===== src/rtl/lane_hit_judge.sv =====
// rtl/lane_hit_judge.sv - one-lane rhythm judge: grades key presses against the lane's bottom rows
// and keeps that lane's combo and score.
module lane_hit_judge #(
  parameter int DEPTH      = 8,
  parameter int HIT_WINDOW = 2,
  parameter int COMBO_W    = 8,
  parameter int SCORE_W    = 12
) (
  input  logic                  clk,
  input  logic                  reset,
  input  logic                  softReset,
  input  logic [DEPTH-1:0]      lane,
  input  logic                  shift,
  input  logic                  key,
  output logic                  hit,
  output logic                  perfect,
  output logic                  miss,
  output logic [HIT_WINDOW-1:0] clearNote,
  output logic [COMBO_W-1:0]    combo,
  output logic [SCORE_W-1:0]    score
);

  typedef enum logic {IDLE, HELD} state_t;

  state_t                state, state_n;
  logic                  k1, k2, kd, clr0_d;
  logic                  press, found, hit_n, miss_n, scroll_miss;
  logic [HIT_WINDOW-1:0] window, pick;
  logic [SCORE_W:0]      score_sum;
  logic [SCORE_W-1:0]    score_n;
  logic                  unused_lane;

  assign unused_lane = ^(lane >> HIT_WINDOW);

  assign press = k2 & ~kd & (state == IDLE);

  always_comb begin
    state_n = state;
    case (state)
      IDLE: if (press) state_n = HELD;
      HELD: if (!k2) state_n = IDLE;
      default: state_n = IDLE;
    endcase
  end

  // Row 0 is hidden for one cycle after we cleared it, until the light chain catches up.
  always_comb begin
    window    = lane[HIT_WINDOW-1:0];
    window[0] = lane[0] & ~clr0_d;
    pick      = '0;
    found     = 1'b0;
    for (int i = 0; i < HIT_WINDOW; i++) begin
      if (!found && window[i]) begin
        pick[i] = 1'b1;
        found   = 1'b1;
      end
    end
  end

  assign hit_n       = press & found;
  assign scroll_miss = shift & lane[0] & ~clr0_d & ~(hit_n & pick[0]);
  assign miss_n      = (press & ~found) | scroll_miss;

  always_comb begin
    score_sum = {1'b0, score} + (SCORE_W+1)'(pick[0] ? 2 : 1);
    score_n   = score_sum[SCORE_W] ? {SCORE_W{1'b1}} : score_sum[SCORE_W-1:0];
  end

  always_ff @(posedge clk or posedge reset) begin
    if (reset) begin
      k1 <= 1'b0; k2 <= 1'b0; kd <= 1'b0; clr0_d <= 1'b0;
      state <= IDLE;
      hit <= 1'b0; perfect <= 1'b0; miss <= 1'b0; clearNote <= '0;
      combo <= '0; score <= '0;
    end else if (softReset) begin
      k1 <= 1'b0; k2 <= 1'b0; kd <= 1'b0; clr0_d <= 1'b0;
      state <= IDLE;
      hit <= 1'b0; perfect <= 1'b0; miss <= 1'b0; clearNote <= '0;
      combo <= '0; score <= '0;
    end else begin
      k1        <= key;
      k2        <= k1;
      kd        <= k2;
      state     <= state_n;
      clr0_d    <= clearNote[0];
      hit       <= hit_n;
      perfect   <= hit_n & pick[0];
      miss      <= miss_n;
      clearNote <= hit_n ? pick : '0;
      if (miss_n) combo <= '0;
      else if (hit_n && combo != {COMBO_W{1'b1}}) combo <= combo + 1'b1;
      if (hit_n) score <= score_n;
    end
  end

endmodule


===== config.mk =====
export PLATFORM = sky130hd
export DESIGN_NAME = lane_hit_judge
export DESIGN_NICKNAME = d
export VERILOG_FILES = /design/src/rtl/lane_hit_judge.sv
export SDC_FILE = /design/constraint.sdc
export NUM_CORES = 1
export LEC_CHECK = 0
export BUFFER_PORTS_ARGS = -buffer_cell sky130_fd_sc_hd__buf_4
export CAP_MARGIN = 20
export CORE_ASPECT_RATIO = 2
export CORE_MARGIN = 2
export CORE_UTILIZATION = 56
export DETAILED_ROUTE_END_ITERATION = 7
export HOLD_SLACK_MARGIN = 0.05
export PLACE_DENSITY = 0.84
export SETUP_SLACK_MARGIN = 0.2
export SKIP_LAST_GASP = 1
export SLEW_MARGIN = 5
export SYNTH_ARGS = -nofsm -noshare
export SYNTH_HDL_FRONTEND = slang
export SYNTH_SLANG_ARGS = --single-unit

===== constraint.sdc =====
create_clock -name clk -period 3.8 [get_ports clk]
set_input_delay 0.19 -clock clk [delete_from_list [all_inputs] [get_ports clk]]
set_output_delay 0.19 -clock clk [all_outputs]
set_load 0.05 [all_outputs]

---- Yosys cells after proc, flatten, opt, wreduce, memory -nomap -nowiden ----
Cells that the tools add are included.
Widths: inputs -> output; s select.
word-level totals
  word-level logic and storage cells ...... 57
  bits in registers ....................... 30
  output and inout port bits .............. 25
operators by class
  equality and inequality tests ........... 1
  reduce and logical (&&, ||, !) cells .... 5
  muxes and demuxes ....................... 23
  bitwise gates (word level) .............. 15
  add/subtract/negate cells ............... 2
operator list
  kind                 count
  $mux 12              3
  $mux 8               3
  $add 12x2->13        1
  $mux 1               13
  $and 1x1->1          9
  $add 8x1->8 const B  1
  $ne 8x8->1 const B   1
  $mux 2               3
  $not 1->1            5
  $reduce_bool 3->1    1
  $logic_and 1x1->1    2
  $pmux 1 s2           1
  $reduce_bool 2->1    1
  $logic_not 1->1      1
  $or 1x1->1           1

---- Depth between registers and ports, before layout ----
Gate-level depths: netlist of the first run.
  depth in word-level cells ............... 13
  depth in mapped cells ................... 7

---- Worst setup path after synthesis of the first run ----
Ideal clock, no wire load.
  path type ............................... flip-flop to flip-flop
  start ................................... register score[1]
  end ..................................... register score[6]
  data required time ...................... 3717 ps
  setup slack ............................. 1999 ps
  clock period less this slack ............ 1801 ps
  path buffers ............................ 0
  arrival time ............................ 1718 ps
  library setup time ...................... 83 ps
  cell stages (with the launch flop) ...... 6
  path through ............................ dfrtp_1 -> xnor2_1 -> ha_1 -> o211a_1 -> a311o_1 -> o21ai_0
between the ends
  cells in the longest elaborated chain, start to end .. 4
ends and longest elaborated chain
  item                    line  text
  start, declared         20    output logic [SCORE_W-1:0] score
  start signal, assigned  92    if (hit_n) score <= score_n;
  $add 12x2->13           65    score_sum = {1'b0, score} + (SCORE_W+1)'(pick[0] ? 2 : 1);
  $mux 12                 66    score_n = score_sum[SCORE_W] ? {SCORE_W{1'b1}} : score_sum[SCORE_W-1:0];
  $mux 12                 92
  $mux 12                 75    end else if (softReset) begin
No other way between the ends. The select of a mux whose other input is x is not followed.
A chain may end at the register's enable or synchronous reset.

---- Worst setup path in the final report of the first run ----
  start ................................... register clr0_d
  end ..................................... register score[6]
between the ends
  cells in the longest elaborated chain, start to end .. 8
  elaborated cells between the ends (all ways) .. 13
ends and longest elaborated chain
  item                                                       line    text
  start, declared                                            26      logic k1, k2, kd, clr0_d;
  start signal, assigned                                     85      clr0_d <= clearNote[0];
  $not 1->1 *                                                49      window[0] = lane[0] & ~clr0_d;
  $and 1x1->1 *                                              49
  $mux 1 *                                                   53      if (!found && window[i]) begin
  $mux 2 / $logic_not 1->1 (equally long branches)           65, 53
  $add 12x2->13 / $logic_and 1x1->1 (equally long branches)  65, 53
  $mux 12 / $mux 1 (equally long branches)                   66, 53
  $mux 12 / $and 1x1->1 (equally long branches)              92, 60
  $mux 12 / $reduce_bool 2->1 (equally long branches)        -
Mark *: on every way between the ends. The rest lies on a longest branch, timed or not. The select of a mux whose other input is x is not followed.

==> results of run 1 <==
-- metal layers --
metal  track usage  vias to the layer above
met3        0.0578                        8
met5             0                        -
met2         0.465                       48
met1         0.311                      678
li1              -                      615
met4         0.140                        0
-- worst max-delay path, stage by stage, from the launching register on --
cell and delay (ns):
dfrtp_1 0.39, nand2b_1 0.27, and2_1 0.23, ha_1 0.19, o211a_1 0.31, a311o_1 0.37
o21ai_0 0.09
-- area by class of cell --
type | instances | share of cell area
Timing Repair Buffer | 33 | 0.143
Clock inverter | 1 | 0.00265
Sequential cell | 29 | 0.384
Clock buffer | 7 | 0.0510
Tap cell | 28 | 0.0185
Multi-Input combinational cell | 108 | 0.385
Inverter | 8 | 0.0159
-- registers in the layout (all words and copies together), names as in the netlist --
name,cells
score,12
combo,8
clearNote,1
clr0_d,1
hit,1
k1,1
k2,1
kd,1
miss,1
perfect,1
state,1
-- worst paths after layout --
| check | end | slack (ns) | depth (start not counted) |
|---|---|---|---|
| min | k1 | 0.19 | 2 |
| min in group asynchronous | kd | 0.47 | 3 |
| max | score[6] | 1.87 | 6 |
| max in group asynchronous | combo[0] | 2.87 | 4 |
| max reg2reg | score[6] | 1.87 | 6 |
| min reg2reg | k2 | 0.52 | 1 |
-- what timing repair did --
item                      in CTS  in global routing
resized for setup              0                  0
hold buffers                   0                  1
setup buffers                  0                  0
hold endpoints to repair       0                  9
-- metrics by stage --
stage | worst slack, ns | util | instances | total power [mW] | instance area, um2
final | 1.87 | 0.745 | 214 | 0.693 | 1890
after global routing | 1.70 | 0.745 | 214 | 0.722 | 1890
after global placement | 1.91 | 0.690 | 204 | 0.408 | 1750
after CTS | 1.86 | 0.730 | 212 | 0.691 | 1850
after detailed placement | 1.88 | 0.690 | 204 | 0.411 | 1750
after floorplan | 2.00 | - | 149 | 0.383 | 1500
-- power by group through the flow --
stage	clock [mW]	sequential (mW)	combinational, mW
after floorplan	0	0.350	0.0336
after global placement	0	0.331	0.0765
after detailed placement	0	0.332	0.0795
after CTS	0.286	0.326	0.0794
after global routing	0.305	0.327	0.0910
final	0.283	0.326	0.0835
-- cells in the final DEF (no fill, tap or decap), types with 4 or more instances in the layout --
cell | Yosys | final
a31oi_1 | 6 | 6
and2_1 | 4 | 4
and3_1 | 4 | 4
buf_4 | 1 | 31
clkbuf_8 | 0 | 7
dfrtp_1 | 29 | 29
inv_1 | 7 | 7
nand2_1 | 9 | 9
nand3_1 | 11 | 11
nor2_1 | 9 | 9
nor2b_1 | 7 | 7
nor3_1 | 5 | 5
o21ai_0 | 4 | 4
-- cell families (layout without fill, tap and decap cells) --
family,after synthesis,count (layout),synth area share
flip-flops,29,29,0.483
buffers and inverters,12,49,0.0325
XOR/XNOR,5,5,0.0292
multiplexers,1,1,0.00667
AO/OA/AOI/OAI,35,35,0.176
adder cells (fa/ha/maj),2,2,0.0167
AND/OR/NAND/NOR,65,65,0.256
==> metrics.txt, run 1 <==
Worst-Margin Slew=0.585 ns; top cells by area, synth=dfrtp_1 48%, nand3_1 3.7%, nor2b_1 2.9%; H-tree depth=2; io pins=38; Tmin final=1.93 ns; Setup TNS=0 ns; Power Density=367 nW/um2; sequential share of the synthesized area=0.483; CTS max path bufs=2; FP Rows=26; die width=40.6 um; Fillers=196; TritonCTS Buffers=5; most common cell in the netlist=dfrtp_1; via count=1349; DPL Wire Length=2.67 mm; final hold slack=0.188 ns; Cell Area, Synth=1500 um2; die area=3140 um2; DR DRC count=0; port buffer count=31; Crit Path Class=reg2reg; Worst Setup Start Kind=flop; CTS root buf=clkbuf_8; Post-synth top cells=29 x dfrtp_1, 11 x nand3_1, 9 x nand2_1, 9 x nor2_1; gr usage total=0.281; first-pass GRT wire length=6.15 mm; CTS tree=done; Synth Flop Type=dfrtp_1; wl on met1=1.35 mm; layout cells sized above 1=0.269; CP arrival=2.13 ns; Layout Skew=0.0101 ns; top-area cell type share of the netlist area=0.483; Routability Congestion=0.751; Initial Util=0.592; critical path required time=3.99 ns; Seq pwr share=0.471; synthesis-to-layout area growth=25.8%; core outline area=2540 um2; final wirelength=3.75 mm; Routed WL per cell=17.5 um; final net count=200; Post-DRT Antenna Nets=0; Sw Ratio=0.266; Hold Path Class=in2reg; endpoint class of the critical path=flop; number of synthesized flops with an enable pin=0; drt first pass iters=6; Clk network pwr share=0.409; Comb pwr share=0.120; Top Metal Used=met4; Yosys top cell by area=dfrtp_1; crit-path max FO=6; RR Startpoint=clr0_d; multi-input combinational cell area=727 um2; clk_lat worst skew=0.28 ns; Max-cap violations=0; maximum VDD drop=0.308 mV; Seq cells post-synth=29; library cells used by synthesis=47; P_int=0.509 mW; Ys Warns=0; Leak=0.919 nW; met3 WL=144 um; Mean Syn Cell Area=10.1 um2; Via-to-Cell Ratio=6.30; Final setup viols=0; Final period util=0.508; status=complete, no violations; Max-slew headroom=0.607; Hold Fails Final Rpt=0; Hold Crit Start=key; global route overflow=0; Die Ht=77.2 um; initial antenna violation count=0; FF/Latch Area=726 um2; Ant. Diodes=0; Cells after Synth=149; largest net degree at the start of global routing=30; Psw=0.185 mW; starting DRC count in detailed routing=41; CTS sink cnt=29; Worst setup startpoint=clr0_d; met2 wire len=2.18 mm; FFs w/ async S/R, synth=1.00; fmax=518 MHz; Slew Limit Fails=0; vias in the first global route=1344; Syn Nets=164; Reg clk slew, reported paths=0.07 ns; RSZ-0062 raised after global routing=no
(Power assumes the default switching activity.)
==> run 2, diff against run 1 <==
--- a/config.mk
+++ b/config.mk
@@ -9,10 +9,10 @@
 export CAP_MARGIN = 20
 export CORE_ASPECT_RATIO = 2
 export CORE_MARGIN = 2
-export CORE_UTILIZATION = 56
+export CORE_UTILIZATION = 47
 export DETAILED_ROUTE_END_ITERATION = 7
 export HOLD_SLACK_MARGIN = 0.05
-export PLACE_DENSITY = 0.84
+export PLACE_DENSITY = 0.75
 export SETUP_SLACK_MARGIN = 0.2
 export SKIP_LAST_GASP = 1
 export SLEW_MARGIN = 5
==> constraint.sdc (replaced) <==
create_clock -name clk -period 1.6 [get_ports clk]
set_input_delay 0.08 -clock clk [delete_from_list [all_inputs] [get_ports clk]]
set_output_delay 0.08 -clock clk [all_outputs]
set_load 0.05 [all_outputs]
==> metrics.txt, run 2 (synthesis gave the netlist of run 1 again) <==
Power Density=714 nW/um2 (was 367 nW/um2); CTS max path bufs=2 (unchanged); Hold Path Depth=3 (was 2); crit-path max FO=6 (unchanged); Max-cap violations=0 (unchanged); commonest non-fill, non-tap cells in the layout=48 x buf_4, 17 x dfrtp_1, 12 x dfrtp_2 (was 31 x buf_4, 29 x dfrtp_1, 11 x nand3_1, 9 x nor2_1, 9 x nand2_1); FF/Latch Area=741 um2 (was 726 um2); Worst-Margin Slew=0.457 ns (was 0.585 ns); CP max stage delay=0.43 ns (was 0.39 ns); commonest non-fill, non-tap cell in the layout=buf_4 (unchanged); final net count=227 (was 200); Initial Util=0.481 (was 0.592); Final setup viols=17 (was 0); crit-path cells=and2_4 > and3_1 > nand3b_1 > o21ai_4 > o311ai_4 (was nand2b_1 > and2_1 > ha_1 > o211a_1 > a311o_1 > o21ai_0); Via-to-Cell Ratio=6.20 (was 6.30); slowest library cell on the worst path=dfrtp_2 (was dfrtp_1); Final WS setup=-0.118 ns (was 1.87 ns); drt first pass iters=4 (was 6); Worst Setup Start Kind=flop (unchanged); gr usage total=0.258 (was 0.281); DR DRC count=0 (unchanged); vias in the first global route=1588 (was 1344); Reg clk slew, reported paths=0.06 ns (was 0.07 ns); Routability Congestion=0.806 (was 0.751); via count=1512 (was 1349); Hold Path Class=in2reg (unchanged); initial antenna violation count=0 (unchanged); io pins=38 (unchanged); clk_lat worst skew=0.28 ns (about the same); r2r worst-path depth=5 (was 6); Leak=1.10 nW (was 0.919 nW); Ant. Diodes=0 (unchanged); DPL Wire Length=2.82 mm (was 2.67 mm); Die Ht=83.9 um (was 77.2 um); critical path required time=1.75 ns (was 3.99 ns); Slew Limit Fails=0 (unchanged); RSZ-0062 raised after global routing=yes (was no); port buffer count=31 (unchanged); Hold Path Sink=miss (was k1); Final Util=0.779 (was 0.745); CTS root buf=clkbuf_8 (unchanged); first-pass GRT wire length=7.23 mm (was 6.15 mm); fmax=582 MHz (was 518 MHz); Max-slew headroom=0.694 (was 0.607); TritonCTS Buffers=5 (unchanged); Routed WL per cell=19.0 um (was 17.5 um); Tmin final=1.72 ns (was 1.93 ns); core outline area=3120 um2 (was 2540 um2); H-tree depth=2 (unchanged); die width=44.0 um (was 40.6 um); Hold Crit Start=shift (was key); Hold Fails Final Rpt=0 (unchanged); CP arrival=1.87 ns (was 2.13 ns); Fillers=182 (was 196); top flop regs=score x12, combo x8 (unchanged); CTS tree=done (unchanged); RR Startpoint=score[4] (was clr0_d); layout cells sized above 1=0.577 (was 0.269); multi-input combinational cell area=1040 um2 (was 727 um2); failing checks=negative setup slack; Largest register FFs=12 (unchanged); synthesis-to-layout area growth=61.8% (was 25.8%); global route overflow=0 (unchanged); final wirelength=4.65 mm (was 3.75 mm); R2R setup slack=-0.12 ns (was 1.87 ns); Post-Place Setup Slack=-0.0940 ns (was 1.88 ns); Final period util=1.07 (was 0.508); CTS sink cnt=29 (unchanged); final hold slack=0.127 ns (was 0.188 ns); FF-to-FF End=score[11] (was score[6]); FP Rows=29 (was 26); status=finished with violations (was complete, no violations); die area=3690 um2 (was 3140 um2); maximum VDD drop=0.806 mV (was 0.308 mV); Post-DRT Antenna Nets=0 (unchanged); largest net degree at the start of global routing=30 (unchanged); Crit Path Class=reg2reg (unchanged); starting DRC count in detailed routing=56 (was 41); Layout Skew=0.00315 ns (was 0.0101 ns); endpoint class of the critical path=flop (unchanged); Worst setup startpoint=score[4] (was clr0_d); Most flops, register=score (unchanged)
-- run 2: cell types whose count changed in the layout (fill, tap and decap cells not counted), sizes merged --
| cell | change |
|---|---|
| buf | +25 |
| nand4 | +1 |
| dlygate4sd3 | +1 |
-- run 2: final cells by class --
class	instances	share of cell area
Clock inverter	1	0.00206
Timing Repair Buffer	59	0.198
Inverter	8	0.0124
Sequential cell	29	0.305
Multi-Input combinational cell	109	0.427
Clock buffer	7	0.0396
Tap cell	31	0.0160
-- run 2: worst max-delay path: cells and delay by family, from the launching register on --
kind	cells	cell delay, ns
DFF	1	0.43
AOI/OAI and AO/OA	2	0.33
and+or+nand+nor	3	0.82
-- run 2: metal layers --
metal / GRT usage / vias up / wire, um
li1: - / 674 / -
met1: 0.258 / 750 / 1570
met2: 0.461 / 64 / 2640
met3: 0.0476 / 24 / 206
met4: 0.149 / 0 / 232
met5: 0 / - / 0
-- run 2: worst max-delay path by stage --
| stage | end | slack (ns) | depth (start not counted) |
|---|---|---|---|
| final | score[11] | -0.12 | 5 |
| after global routing | score[11] | -0.19 | 5 |
| after CTS | combo[1] | -0.07 | 5 |
| after detailed placement | combo[1] | -0.09 | 5 |
| after global placement | combo[1] | -0.05 | 5 |
| after floorplan | score[6] | -0.004 | 6 |
-- run 2: metrics by stage --
| step | setup TNS, ns | instance area [um2] | power (mW) | std cells |
|---|---|---|---|---|
| floorplan | -0.00404 | 1610 | 0.930 | 149 |
| global placement | -0.155 | 1930 | 1.01 | 218 |
| finish | -0.819 | 2430 | 1.74 | 244 |
| CTS | -0.295 | 2220 | 1.72 | 236 |
| global route | -2.20 | 2430 | 1.81 | 244 |
| detailed placement | -0.663 | 1930 | 1.02 | 218 |
-- run 2: repair_timing --
item | 4_1_cts | 5_1_grt
hold buffers | 2 | 0
gates cloned | 1 | 0
pin swaps | 13 | 11
gates resized for setup | 20 | 28
endpoints found under the hold margin | 30 | 0
setup endpoints to repair | 20 | 22
buffers inserted | 7 | 8
-- run 2: where the power goes --
| group | total [mW] | internal [mW] | switching (mW) |
|---|---|---|---|
| Clock | 0.652 | 0.388 | 0.264 |
| Sequential | 0.767 | 0.753 | 0.0135 |
| Combinational | 0.317 | 0.133 | 0.184 |
